### src/rtl/sar_sequencer.sv
// sar_sequencer: successive-approximation conversion controller for a PWM-DAC/comparator ADC
module sar_sequencer #(
  parameter int WIDTH = 8,
  parameter int SETTLE_CYCLES = 4096
) (
  input  logic             CLOCK_50,
  input  logic             rst,
  input  logic             start,
  input  logic             continuous,
  input  logic             compare,
  output logic [WIDTH-1:0] dac_code,
  output logic             busy,
  output logic [WIDTH-1:0] result,
  output logic             valid
);
  localparam int CW = $clog2(SETTLE_CYCLES);
  localparam logic [CW-1:0] CNT_INIT = CW'(SETTLE_CYCLES - 1);
  localparam logic [WIDTH-1:0] MSB = {1'b1, {(WIDTH-1){1'b0}}};
  typedef enum logic [1:0] {IDLE, SETTLE, DECIDE} state_t;
  state_t state;
  logic cmp_m, cmp_s;
  logic [WIDTH-1:0] mask, acc, acc_n;
  logic [CW-1:0] cnt;
  assign acc_n = acc | (cmp_s ? mask : '0);
  assign busy = state != IDLE;
  // two-flop synchronizer for the asynchronous comparator
  always_ff @(posedge CLOCK_50) begin
    cmp_m <= rst ? 1'b0 : compare;
    cmp_s <= rst ? 1'b0 : cmp_m;
  end
  // conversion sequencer: settle each trial code, then resolve one bit MSB first
  always_ff @(posedge CLOCK_50) begin
    if (rst) begin
      state <= IDLE;
      dac_code <= '0;
      result <= '0;
      acc <= '0;
      mask <= '0;
      cnt <= '0;
      valid <= 1'b0;
    end else begin
      valid <= 1'b0;
      case (state)
        SETTLE: begin
          if (cnt != 0) cnt <= cnt - 1'b1;
          else state <= DECIDE;
        end
        DECIDE: begin
          if (!mask[0]) begin
            acc <= acc_n;
            mask <= mask >> 1;
            dac_code <= acc_n | (mask >> 1);
            cnt <= CNT_INIT;
            state <= SETTLE;
          end else begin
            result <= acc_n;
            valid <= 1'b1;
            if (continuous) begin
              mask <= MSB;
              acc <= '0;
              dac_code <= MSB;
              cnt <= CNT_INIT;
              state <= SETTLE;
            end else begin
              dac_code <= acc_n;
              state <= IDLE;
            end
          end
        end
        default: begin
          if (start || continuous) begin
            mask <= MSB;
            acc <= '0;
            dac_code <= MSB;
            cnt <= CNT_INIT;
            state <= SETTLE;
          end else begin
            dac_code <= result;
          end
        end
      endcase
    end
  end
endmodule

### config.mk
export PLATFORM = sky130hd
export DESIGN_NAME = sar_sequencer
export DESIGN_NICKNAME = d
export VERILOG_FILES = /design/src/rtl/sar_sequencer.sv
export SDC_FILE = /design/constraint.sdc
export NUM_CORES = 1
export LEC_CHECK = 0
export BUFFER_PORTS_ARGS = -buffer_cell sky130_fd_sc_hd__buf_2
export CORE_ASPECT_RATIO = 0.6
export CORE_MARGIN = 2
export CORE_UTILIZATION = 35
export CTS_BUF_LIST = sky130_fd_sc_hd__clkbuf_8
export DETAILED_ROUTE_END_ITERATION = 8
export GPL_TIMING_DRIVEN = 0
export PLACE_DENSITY_LB_ADDON = 0.3
export SLEW_MARGIN = 20
export SYNTH_ARGS = -nofsm -noshare
export SYNTH_HDL_FRONTEND = slang
export SYNTH_SLANG_ARGS = --single-unit
### constraint.sdc
create_clock -name CLOCK_50 -period 1.9 [get_ports CLOCK_50]
set_input_delay 0.38 -clock CLOCK_50 [delete_from_list [all_inputs] [get_ports CLOCK_50]]
set_output_delay 0.38 -clock CLOCK_50 [all_outputs]
set_load 0.01 [all_outputs]
==> out/metrics.cfg <==
[run_status]
status=finished clean

[setup_path]
end_kind=flip-flop
crit_chain=inv_1 -> ha_4 -> nor2b_2 -> and3_4 -> or3_4 -> or3_1 -> a31oi_1
critPathMaxFanout=6
critPathTopFamily=simple AND/OR/NAND/NOR gates
rr_startpoint=cnt[1]
arrival_ns=2.11
max_stage_delay_ns=0.38
cp.depth=7
rr_endpoint=cnt[9]
reg2reg_depth=7
slowest_stage=dfxtp_4
r2r_slack_ns=0.03
path_buf_inv=1
path_class=reg2reg
cp_data_required_time_ns=2.13
worstSetupStartpointType=flip-flop

[final_layout]
diodes=0
fillers=590
area_delta_synth_final_pct=20.9
utilization=0.447
drive_gt1_frac=0.218
nets=290
final_cells=364

[timing]
hold_viol_final=0
slew_violations=0
fmax_mhz=533
setup_viol=0
tns_ns=0
period_share=0.987
max_slew_margin=0.626
rsz0062_at_grt=true
whs_ns=0.284
tightest_slew_ns=0.559
skew_ns=0.00881
min_period_ns=1.87

[pwr]
pwr-share-comb=0.141
p_int_w=0.00143
fin_total_pwr_w=0.00199
seqPwrFrac=0.557
power.share.clock=0.302
p_switching_w=0.000559
sw_frac_of_total=0.280
p_per_area_mw_per_mm2=786
peakVddDrop_v=0.000308
p_leak_nw=0.916

[logic_synthesis]
yosysSeqAreaShare=0.468
ys_seq_elements=49
synth_top_area_cell=dfxtp_1
syn-cell-area_sq_mm=0.00210
async_flop_share=0
synth_cells=250
synth-main-ff-cell=dfxtp_1
synthTopCellsByArea=dfxtp_1, a21oi_1, nor2_1, a31oi_1, nand2_1
syn_avg_cell_area_sq_um=8.39
yosysTopAreaCellShare=0.468
synthDistinctLibCells=42
synth_edf_count=0
yosys_warnings=0
syn-num-nets=257

[cts]
htreeDepth=2
ctsLongestPathBuffers=2
cts.clk_slew.worst_paths_ns=0.09
tritoncts=yes
cts-root-buf=clkbuf_8
cts_buffers=5
clock_latency_ns=0.31
cts_sinks=49

[floorplan]
initial_core_util=0.370
core_sq_mm=0.00568
io_pins=23
die_w_um=104
num_rows=21
fp.dieH_um=64.0
dieArea_sq_mm=0.00665

[global_route]
grt_usage=0.170
grt_pass1_vias=1679
grt_pass1_wl_mm=8.76
grt-ovfl-total=0
antenna_found_initial=0
grt_start_max_net_pins=15

[hold_path]
hold_depth=2
min-delay-start=compare
holdPathEnd=cmp_m
hold_path_class=in2reg

[drt]
drtIter0Drc=156
ant_nets=0
drt_first_pass_iters=5
wl_per_cell_um=15.2
vias_per_cell=5.35
routed_wl_mm=5.53
vias=1948
drc_errors=0

[placement]
gp_congestion=0.786
placed_cells=351
portBuffers=21
hpwl_mm=3.87

[run]
cap_violations=0

[layout by cell type, fill, tap and decap left out, types with 2 or more instances in the layout]
cell and n:
a311oi_1 4, clkbuf_8 5, o21ai_0 8, inv_1 3, buf_2 24, dfxtp_1 47, xnor2_1 2, nor2b_1 4
clkbuf_1 9, a21oi_1 26, nor3_2 2, or2_2 2, clkinv_2 2, nor2_1 31, a211oi_1 8, nand3b_1 2
nor3_1 4, nor2_2 3, or3_1 7, a31oi_1 17, buf_4 6, nand3_1 7, buf_12 2, a21o_1 4
nand2_1 21, nand2b_1 4
[area by class of cell]
| type | count | area [sq um] | share of cell area |
|---|---|---|---|
| multi-input cells | 180 | 1090 | 0.431 |
| flip-flops and latches | 49 | 986 | 0.389 |
| inverters | 3 | 11.3 | 0.00444 |
| well taps | 80 | 100 | 0.0394 |
| clock inverters | 3 | 13.8 | 0.00542 |
| clock buffers | 5 | 68.8 | 0.0271 |
| plain buffers | 17 | 87.6 | 0.0345 |
| repair buffers | 27 | 175 | 0.0690 |
[through the flow]
step	setup slack (ns)	cell area (sq um)
after floorplan	0.0811	2100
after global placement	-0.114	2300
after detailed placement	-0.115	2300
after CTS	0.0119	2440
after global routing	-0.0487	2540
final	0.0251	2540
[registers in the layout, summed over array words and instances (netlist names)]
signal	cells
cnt	12
cmp_s	1
acc	8
mask	8
state	2
cmp_m	1
valid	1
dac_code	8
result	8
[power by group through the flow]
stage	Combinational, W	Sequential (W)	Clock (W)
CTS	0.000249	0.00111	0.000616
global route	0.000308	0.00112	0.000661
detailed placement	0.000233	0.00113	0
finish	0.000281	0.00111	0.000603
global placement	0.000231	0.00113	0
floorplan	0.000167	0.00112	0
[per-layer routing]
metal / GRT usage / up-vias / wire (um)
met3: 0.0388 / 5 / 522
met1: 0.275 / 887 / 2940
li1: - / 965 / -
met2: 0.211 / 91 / 2010
met5: 0 / - / 0
met4: 0.0574 / 0 / 50
[cells in the mapped netlist, types with 2 or more instances]
| cell | n |
|---|---|
| dfxtp_1 | 49 |
| nor2_1 | 33 |
| a21oi_1 | 26 |
| nand2_1 | 21 |
| a31oi_1 | 17 |
| clkbuf_1 | 11 |
| a211oi_1 | 8 |
| o21ai_0 | 8 |
| or3_1 | 8 |
| nand3_1 | 7 |
| nor3_1 | 6 |
| buf_2 | 5 |
| nor2b_1 | 5 |
| a21o_1 | 4 |
| a311oi_1 | 4 |
| nand2b_1 | 4 |
| inv_1 | 3 |
| buf_4 | 2 |
| ha_1 | 2 |
| nand3b_1 | 2 |
| nor4_2 | 2 |
| or2_2 | 2 |
| xnor2_1 | 2 |
[repair_timing]
| action | CTS | global route |
|---|---|---|
| resized for setup | 9 | 14 |
| setup buffers | 1 | 5 |
| setup endpoints to repair | 11 | 15 |
| pin swaps | 0 | 2 |
| hold buffers | 0 | 0 |
[worst max-delay path by stage]
stage / end / slack, ns / startpoint
4_1_cts: cnt[9] / 0.01 / cnt[1]
3_3_place_gp: cnt[9] / -0.11 / state[0]
5_1_grt: cnt[9] / -0.05 / cnt[0]
6_report: cnt[9] / 0.03 / cnt[1]
3_5_place_dp: cnt[3] / -0.11 / state[0]
2_1_floorplan: cnt[9] / 0.08 / cnt[0]
[cells by family (layout without fill, tap and decap cells)]
| logic type | Yosys count | in the layout | share of synthesized area |
|---|---|---|---|
| AND/OR/NAND/NOR | 100 | 100 | 0.239 |
| AO/OA/AOI/OAI | 75 | 75 | 0.224 |
| flip-flops | 49 | 49 | 0.468 |
| buffers and inverters | 21 | 55 | 0.0441 |
| adder cells (fa/ha/maj) | 2 | 2 | 0.0119 |
| XOR/XNOR | 2 | 2 | 0.00835 |
| multiplexers | 1 | 1 | 0.00477 |
(Power assumes the default switching activity.)
